## config.mk

```make
export PLATFORM = sky130hd
export DESIGN_NAME = ddr3_port_arbiter
export DESIGN_NICKNAME = d
export VERILOG_FILES = /design/src/rtl/ddr3_arb_pkg.sv /design/src/rtl/rr_arb2.sv /design/src/rtl/ddr3_port_arbiter.sv
export SDC_FILE = /design/constraint.sdc
export NUM_CORES = 1
export LEC_CHECK = 0
export ABC_CLOCK_PERIOD_IN_PS = 32200
export CORE_AREA = 2 2 340 342
export CTS_BUF_LIST = sky130_fd_sc_hd__clkbuf_8
export DETAILED_ROUTE_END_ITERATION = 7
export DIE_AREA = 0 0 342 344
export HOLD_SLACK_MARGIN = 0.06
export PLACE_DENSITY_LB_ADDON = 0.15
export SYNTH_ARGS = -nofsm -noshare
export SYNTH_HDL_FRONTEND = slang
export SYNTH_SLANG_ARGS = --single-unit
```

## constraint.sdc

```tcl
create_clock -name iCLK -period 32.2 [get_ports iCLK]
set_clock_uncertainty 0.05 [all_clocks]
set_input_delay 4.83 -clock iCLK [delete_from_list [all_inputs] [get_ports iCLK]]
set_output_delay 4.83 -clock iCLK [all_outputs]
set_load 0.01 [all_outputs]
```

## src/rtl/ddr3_arb_pkg.sv

```systemverilog
// Shared types and defaults for the two-port DDR3 Avalon arbiter.
`timescale 1ns/1ps
package ddr3_arb_pkg;
  localparam int DEF_ADDR_W = 26;
  localparam int DEF_DATA_W = 128;
  localparam int CNT_W      = 16;

  typedef enum logic [2:0] {
    ST_IDLE,
    ST_WR,
    ST_RD_CMD,
    ST_RD_DATA,
    ST_DONE
  } arb_state_e;

  typedef logic req_idx_t;

  function automatic req_idx_t onehot_to_idx(input logic [1:0] oh);
    return oh[1];
  endfunction
endpackage

```

## src/rtl/rr_arb2.sv

```systemverilog
// Two-way round-robin pick: on a tie the requester that was not served last wins.
`timescale 1ns/1ps
module rr_arb2
  import ddr3_arb_pkg::*;
(
  input  logic [1:0] req,
  input  req_idx_t   last_grant,
  output logic [1:0] gnt
);

  always_comb begin
    gnt = 2'b00;
    case (req)
      2'b01:   gnt = 2'b01;
      2'b10:   gnt = 2'b10;
      2'b11:   gnt = (last_grant == 1'b1) ? 2'b01 : 2'b10;
      default: gnt = 2'b00;
    endcase
  end

endmodule

```

## src/rtl/ddr3_port_arbiter.sv

```systemverilog
// Shares one DDR3 controller Avalon port between two single-beat requesters.
// Grant is held from command issue through the one-cycle DONE ack; reads are guarded by a timeout.
`timescale 1ns/1ps
module ddr3_port_arbiter
  import ddr3_arb_pkg::*;
#(
  parameter int ADDR_W     = DEF_ADDR_W,
  parameter int DATA_W     = DEF_DATA_W,
  parameter int RD_TIMEOUT = 255
) (
  input  logic              iCLK,
  input  logic              iRST,
  input  logic              r0_read,
  input  logic              r1_read,
  input  logic              r0_write,
  input  logic              r1_write,
  input  logic [ADDR_W-1:0] r0_address,
  input  logic [ADDR_W-1:0] r1_address,
  input  logic [DATA_W-1:0] r0_writedata,
  input  logic [DATA_W-1:0] r1_writedata,
  output logic              r0_wait_request_n,
  output logic              r1_wait_request_n,
  output logic [DATA_W-1:0] r0_readdata,
  output logic [DATA_W-1:0] r1_readdata,
  output logic              r0_readdatavalid,
  output logic              r1_readdatavalid,
  output logic [ADDR_W-1:0] avl_address,
  output logic [DATA_W-1:0] avl_writedata,
  output logic              avl_read,
  output logic              avl_write,
  output logic              avl_burstbegin,
  input  logic              avl_wait_request_n,
  input  logic [DATA_W-1:0] avl_readdata,
  input  logic              avl_readdatavalid,
  output logic [1:0]        grant,
  output logic              timeout_err
);

  localparam logic [CNT_W-1:0] TIMEOUT_CNT = CNT_W'(RD_TIMEOUT);

  arb_state_e             state_q, state_d;
  req_idx_t               last_grant_q, last_grant_d;
  logic [1:0]             grant_q, grant_d;
  logic [CNT_W-1:0]       cnt_q, cnt_d;
  logic [ADDR_W-1:0]      addr_q, addr_d;
  logic [DATA_W-1:0]      wdata_q, wdata_d;
  logic                   rd_q, rd_d;
  logic                   wr_q, wr_d;
  logic                   burst_q, burst_d;
  logic                   terr_q, terr_d;
  logic [1:0]             ack_q, ack_d;
  logic [1:0]             rvalid_q, rvalid_d;
  logic [1:0][DATA_W-1:0] rdata_q, rdata_d;

  logic [1:0] req;
  logic [1:0] pick;
  req_idx_t   pick_idx;
  req_idx_t   owner;
  logic       sel_write;

  assign req       = {r1_read | r1_write, r0_read | r0_write};
  assign pick_idx  = onehot_to_idx(pick);
  assign owner     = onehot_to_idx(grant_q);
  assign sel_write = pick_idx ? r1_write : r0_write;

  rr_arb2 u_rr_arb2 (
    .req        (req),
    .last_grant (last_grant_q),
    .gnt        (pick)
  );

  // A requester asserting read and write together is served as a write.
  always_comb begin
    state_d      = state_q;
    last_grant_d = last_grant_q;
    grant_d      = grant_q;
    cnt_d        = cnt_q;
    addr_d       = addr_q;
    wdata_d      = wdata_q;
    rd_d         = rd_q;
    wr_d         = wr_q;
    burst_d      = 1'b0;
    terr_d       = terr_q;
    ack_d        = 2'b00;
    rvalid_d     = 2'b00;
    rdata_d      = rdata_q;

    case (state_q)
      ST_IDLE: begin
        if (|pick) begin
          grant_d = pick;
          addr_d  = pick_idx ? r1_address : r0_address;
          wdata_d = pick_idx ? r1_writedata : r0_writedata;
          burst_d = 1'b1;
          if (sel_write) begin
            wr_d    = 1'b1;
            state_d = ST_WR;
          end else begin
            rd_d    = 1'b1;
            state_d = ST_RD_CMD;
          end
        end
      end
      ST_WR: begin
        if (avl_wait_request_n) begin
          wr_d    = 1'b0;
          ack_d   = grant_q;
          state_d = ST_DONE;
        end
      end
      ST_RD_CMD: begin
        if (avl_wait_request_n) begin
          rd_d    = 1'b0;
          cnt_d   = '0;
          state_d = ST_RD_DATA;
        end
      end
      // Real data wins over a timeout landing in the same cycle.
      ST_RD_DATA: begin
        if (avl_readdatavalid) begin
          rdata_d[owner] = avl_readdata;
          ack_d          = grant_q;
          rvalid_d       = grant_q;
          cnt_d          = '0;
          state_d        = ST_DONE;
        end else if (cnt_q == TIMEOUT_CNT) begin
          rdata_d[owner] = '0;
          terr_d         = 1'b1;
          ack_d          = grant_q;
          rvalid_d       = grant_q;
          cnt_d          = '0;
          state_d        = ST_DONE;
        end else begin
          cnt_d = cnt_q + CNT_W'(1);
        end
      end
      ST_DONE: begin
        last_grant_d = owner;
        grant_d      = 2'b00;
        state_d      = ST_IDLE;
      end
      default: state_d = ST_IDLE;
    endcase
  end

  always_ff @(posedge iCLK or posedge iRST) begin
    if (iRST) begin
      state_q      <= ST_IDLE;
      last_grant_q <= 1'b1;
      grant_q      <= 2'b00;
      cnt_q        <= '0;
      addr_q       <= '0;
      wdata_q      <= '0;
      rd_q         <= 1'b0;
      wr_q         <= 1'b0;
      burst_q      <= 1'b0;
      terr_q       <= 1'b0;
      ack_q        <= 2'b00;
      rvalid_q     <= 2'b00;
      rdata_q      <= '0;
    end else begin
      state_q      <= state_d;
      last_grant_q <= last_grant_d;
      grant_q      <= grant_d;
      cnt_q        <= cnt_d;
      addr_q       <= addr_d;
      wdata_q      <= wdata_d;
      rd_q         <= rd_d;
      wr_q         <= wr_d;
      burst_q      <= burst_d;
      terr_q       <= terr_d;
      ack_q        <= ack_d;
      rvalid_q     <= rvalid_d;
      rdata_q      <= rdata_d;
    end
  end

  assign avl_address       = addr_q;
  assign avl_writedata     = wdata_q;
  assign avl_read          = rd_q;
  assign avl_write         = wr_q;
  assign avl_burstbegin    = burst_q;
  assign grant             = grant_q;
  assign timeout_err       = terr_q;
  assign r0_wait_request_n = ack_q[0];
  assign r1_wait_request_n = ack_q[1];
  assign r0_readdatavalid  = rvalid_q[0];
  assign r1_readdatavalid  = rvalid_q[1];
  assign r0_readdata       = rdata_q[0];
  assign r1_readdata       = rdata_q[1];

endmodule

```

* Word level (Yosys, flattened, before mapping)
Cells that the tools add are included.
** Cells by class
- Reductions and logical operators :: 16
- Bitwise operators :: 5
- $lt $le $gt $ge :: 2
- Add/subtract/negate cells :: 1
- Multiplexer cells :: 37
- Equality and inequality tests :: 14
** Operator list (count)
- 256-bit 2-to-1 mux :: 2
- 256-bit bitwise AND :: 1
- 256-bit bitwise mux :: 1
- 128-bit 2-to-1 mux :: 2
- 256-bit inverter :: 1
- 128-bit demux with 1-bit select :: 1
- 16-bit 2-to-1 mux :: 3
- 16-bit case mux with 2 select lines :: 1
- 26-bit 2-to-1 mux :: 1
- 16-bit by 1-bit adder with 16-bit output, second input constant :: 1
- 16-bit by 8-bit == test with 1-bit output, second input constant :: 1
- 3-bit 2-to-1 mux :: 5
- 2-bit 2-to-1 mux :: 7
- 3-bit case mux with 4 select lines :: 1
- 4-bit AND reduction :: 3
- 2-bit inequality test, second input constant :: 5
- 2-bit nonzero test :: 5
- 1-bit 2-to-1 mux :: 8
- 2-bit case mux with 2 select lines :: 2
- 2-bit AND reduction :: 4
- 3-bit by 2-bit == test with 1-bit output, second input constant :: 2
- 2-bit case mux with 3 select lines :: 1
- 2-bit == test, second input constant :: 2
- 1-bit case mux with 2 select lines :: 2
- 12 further kinds :: 13
** Word-level totals
- Word-level logic and storage cells :: 89
- Output and inout bits :: 420
- Register bits after elaboration :: 440
- Input bits :: 444

* Longest topological paths before layout
- Depth in word-level cells :: 8
- Mapped depth :: 7
- Gate-level depth less buffers :: 5

* Modules after synthesis
A second synthesis with hierarchy kept.
** Second synthesis, totals
- Cell total of the unflattened synthesis :: 1455
- Area total of the unflattened synthesis :: 18002.3 µm²
** By module, submodules not included
- ddr3_port_arbiter :: seq. area each 11011.8 µm², area each 17983.5 µm², cells each 1452, instances 1
- rr_arb2 :: seq. area each 0.0 µm², area each 18.8 µm², cells each 3, instances 1

* Worst setup path after synthesis
Ideal clock, no wire load.
- Path kind :: input port to flip-flop
- Start point :: input port r0_write
- End point :: register wdata_q[10] (netlist: avl_writedata[10])
- Data arrival time :: 6.214 ns
- Setup time :: 0.137 ns
- Stages on the path :: 6
- Setup slack :: 25.800 ns
- Cells stage by stage :: or2_2 a21oi_1 buf_1 buf_2 mux2i_1 a21oi_1
** On the way
- Cells in the longest elaborated chain, start to end :: 5
- Elaborated cells between the ends (all ways) :: 8
- Those cells by class :: eq/ne: 3; mux: 2; bitwise: 1; reduce/logical: 2
** RTL lines
- start: declaration :: line ddr3_port_arbiter.sv:15 : input logic r0_write,
- 1-bit bitwise OR * :: line ddr3_port_arbiter.sv:61 : assign req = {r1_read | r1_write, r0_read | r0_write};
- 2-bit == test / 2-bit by 1-bit == test with 1-bit output (equally long branches) :: line rr_arb2.sv:13 : case (req)
- 2-bit case mux with 3 select lines * :: line rr_arb2.sv:13
- 2-bit OR reduction :: line ddr3_port_arbiter.sv:90 : if (|pick) begin
- 2-bit AND reduction (no source line)
- end signal: assignment :: line ddr3_port_arbiter.sv:167 : wdata_q <= wdata_d;
- end: declaration :: line ddr3_port_arbiter.sv:46 : logic [DATA_W-1:0] wdata_q, wdata_d;
Mark *: on every way between the ends. The rest lies on a longest branch, timed or not.
A chain may end at the register's enable or synchronous reset.

* Worst setup path after layout
- Start point :: input port r1_write
- End point :: register wdata_q[56] (netlist: avl_writedata[56])
** On the way
- Cells in the longest elaborated chain, start to end :: 5
- Elaborated cells between the ends (all ways) :: 8
- Those cells by class :: eq/ne: 3; mux: 2; bitwise: 1; reduce/logical: 2
** RTL lines
- start: declaration :: line ddr3_port_arbiter.sv:16 : input logic r1_write,
- 1-bit bitwise OR * :: line ddr3_port_arbiter.sv:61
- 2-bit == test / 2-bit by 1-bit == test with 1-bit output (equally long branches) :: line rr_arb2.sv:13
- 2-bit case mux with 3 select lines * :: line rr_arb2.sv:13
- 2-bit OR reduction :: line ddr3_port_arbiter.sv:90
- 2-bit AND reduction (no source line)
Marked as above.

==> reports/results.txt <==
Status: finished, final reports clean
Peak VDD IR: 0.0366 mV
Layout cells sized above 1: 7.17%
CP arrival: 8.84 ns
Pint: 1.83 mW
Post-synthesis sequential element count: 440
I/O pins: 864
Critical path capture point type: register
Synthesized area per cell: 12.4 sq um
Row cnt: 124
Net Sw Power: 1.02 mW
Number of cells on the worst reg-to-reg path: 8
Achievable frequency: 121 MHz
Slowest cell on crit path: buf_4
Worst hold-check path type: register to register
Vias in the first global route: 16458
Sequential Power Share: 33.9%
Synth area leaders: dfrtp_1 (62%), a22o_1 (13%), mux2i_1 (9.0%)
Post-route ant nets: 0
Drt wl/cell: 20.9 um
Worst R2R Start: state_q[2]
First-pass GRT wire length: 114 mm
Layout Nets: 2722
TritonRoute pass-1 iters: 5
CP max FO: 89
Slew Viols, Final: 0
Buffers on Ports: 863
Clock latency at the later pin of the worst-skew pair: 0.70 ns
DRC Markers: 0
Max-cap violations: 0
Worst-Margin Slew: 1.17 ns
LEAKAGE: 12.7 nW
Clk pwr share: 21.5%
CTS Hold Bufs: 0
Setup TNS: 0 ns
Final Hold Vio Count: 0
CTS tree: yes
Setup violators final: 0
Prevailing post-synth register cell: dfrtp_1
Critical Path RT: 32.78 ns
Clock sink total: 440
Reg clk slew, reported paths: 0.06 ns
Syn Nets: 1865
Min cycle time layout: 8.26 ns
CTS buffer count: 88
Crit path kind: input port to register
Terminus of the critical flop-to-flop path: avl_writedata[56]
Final HPWL DP: 58.2 mm
Total congestion overflow: 0
Max Buffers Root-to-Sink: 3
Gpl congestion: 0.838
Asr flop ratio synth: 100%
Initial Util: 15.4%
Post-Route WL: 80.6 mm
Die area: 118000 sq um
Crit path from: r1_write
Area leader, netlist: dfrtp_1
Antenna violations before repair: 10
Slew HR: 22.1%
Netlist cell types: 51
Via-to-Cell Ratio: 3.94
Combinational Power Share: 44.7%
Final cell count without fillers: 3859
Gate Count Post-Synth: 1420
R2r setup slk: 27.83 ns
Worst-path cell chain: clkdlybuf4s50_1 > nor4_1 > nor2b_4 > buf_4 > buf_4 > buf_4 > buf_4 > nor2_1 > a21oi_1
Final core occ: 26.1%
Most common cell after layout, fill and taps aside: clkdlybuf4s50_1
Root buffer cell: clkbuf_8
Hold slack: 0.432 ns
Number of synthesized flops with an enable pin: 0
CP startpoint kind: input port
Netlist Area Pre-Place: 17600 sq um
Sw Ratio: 35.8%
CP max stage delay: 0.75 ns
CTS resizes: 0
Most frequent CP cell: buf_4
Filler cells: 12019
Starting DRC count in detailed routing: 624
Yosys warns: 0
Worst setup path endpoint: avl_writedata[56]
Sequential-to-total area share from yosys stat: 62.6%
Overall global routing resource usage: 13.0%
Placed cell count: 3699
Post-synth top area share: 62.5%
Core area: 114000 sq um
Largest net degree at the start of global routing: 164
Cell Pwr Density: 96.2 nW/um^2
RSZ-0062 raised after global routing: no
Vias: 15195
Most frequent cells in the layout: clkdlybuf4s50_1 (863), dfrtp_1 (439), a22o_1 (256)
Setup repair bufs after CTS: 0
Tcrit/Tclk final: 25.6%
DIE HEIGHT: 344 um
Clock H-tree levels: 3
Syn-to-layout area delta: 68.8%
Die width: 342 um
[critical path, delay by kind of cell]
| family | cells | cell delay [ns] |
|---|---|---|
| buffers and inverters | 5 | 3.28 |
| AND/OR/NAND/NOR | 3 | 0.38 |
| AO/OA/AOI/OAI | 1 | 0.16 |
[per-layer routing]
layer | track usage [%] | wire, um | vias to the layer above
li1 | - | - | 6955
met1 | 14.0 | 29400 | 7548
met2 | 23.3 | 41700 | 552
met3 | 5.25 | 7240 | 128
met4 | 4.09 | 2210 | 12
met5 | 0 | 87 | -
[through the flow]
step / total power, mW / worst slack (ns) / instance area [sq um]
finish: 2.86 / 23.94 / 29700
global route: 3.04 / 23.64 / 29700
CTS: 2.92 / 24.08 / 29700
detailed placement: 2.27 / 23.24 / 27800
global placement: 2.26 / 23.35 / 27800
floorplan: 1.49 / 15.06 / 17600
[sequential cells by signal, indices dropped and copies added, names as in the netlist, 2 cells and up]
register       cells
ack_q              2
cnt_q             16
r1_readdata      128
avl_address       26
state_q            3
grant              2
r0_readdata      128
rvalid_q           2
avl_writedata    128
[cell type report]
type	instances	area, sq um	share of cell area (%)
sequential	440	11000	37.1
timing repair buffer	884	8810	29.7
multi-input combinational	850	6020	20.3
tap	1512	1890	6.37
clock buffer	123	1690	5.70
clock inverter	33	199	0.670
inverter	13	56.3	0.190
antenna	4	10.0	0.0337
[worst min path at each step]
stage | startpoint | cells after the start | slack, ns | endpoint
2_1_floorplan | cnt_q[15] | 1 | 0.40 | cnt_q[15]
3_3_place_gp | timeout_err | 2 | 0.42 | timeout_err
3_5_place_dp | r0_readdata[71] | 1 | 0.43 | r0_readdata[71]
4_1_cts | cnt_q[15] | 1 | 0.44 | cnt_q[15]
5_1_grt | cnt_q[15] | 1 | 0.45 | cnt_q[15]
6_report | cnt_q[15] | 1 | 0.43 | cnt_q[15]
[Yosys cell counts (2+ instances only)]
cell / instances
a21boi_0: 2
a21oi_1: 158
a22o_1: 256
a31oi_1: 16
and3_1: 2
and4_1: 2
buf_1: 4
buf_2: 32
buf_6: 10
clkbuf_1: 70
dfrtp_1: 439
inv_1: 13
mux2i_1: 158
nand2_1: 20
nand2b_1: 2
nand3_1: 8
nand3b_1: 3
nand4_1: 6
nor2_1: 165
nor3_1: 3
nor3b_1: 2
nor4_1: 2
o21ai_0: 8
o22ai_1: 4
o31ai_1: 4
or4_1: 6
[cell families (layout without fill, tap and decap cells)]
group,Yosys count,count (layout),share of synthesized area [%]
compound gates,460,460,19.1
xor+xnor,1,1,0.0498
fa+ha+maj,1,1,0.0711
buf+inv,130,1053,3.45
flops,440,440,62.6
mux,158,158,8.99
other cells,0,4,0
simple gates,230,230,5.69
[power by group through the flow]
stage	Sequential (mW)	Combinational (mW)	Clock (mW)
floorplan	1.06	0.431	0
global route	1.00	1.37	0.670
global placement	0.969	1.30	0
CTS	0.970	1.30	0.646
finish	0.967	1.28	0.613
detailed placement	0.968	1.30	0
(Power assumes the default switching activity.)
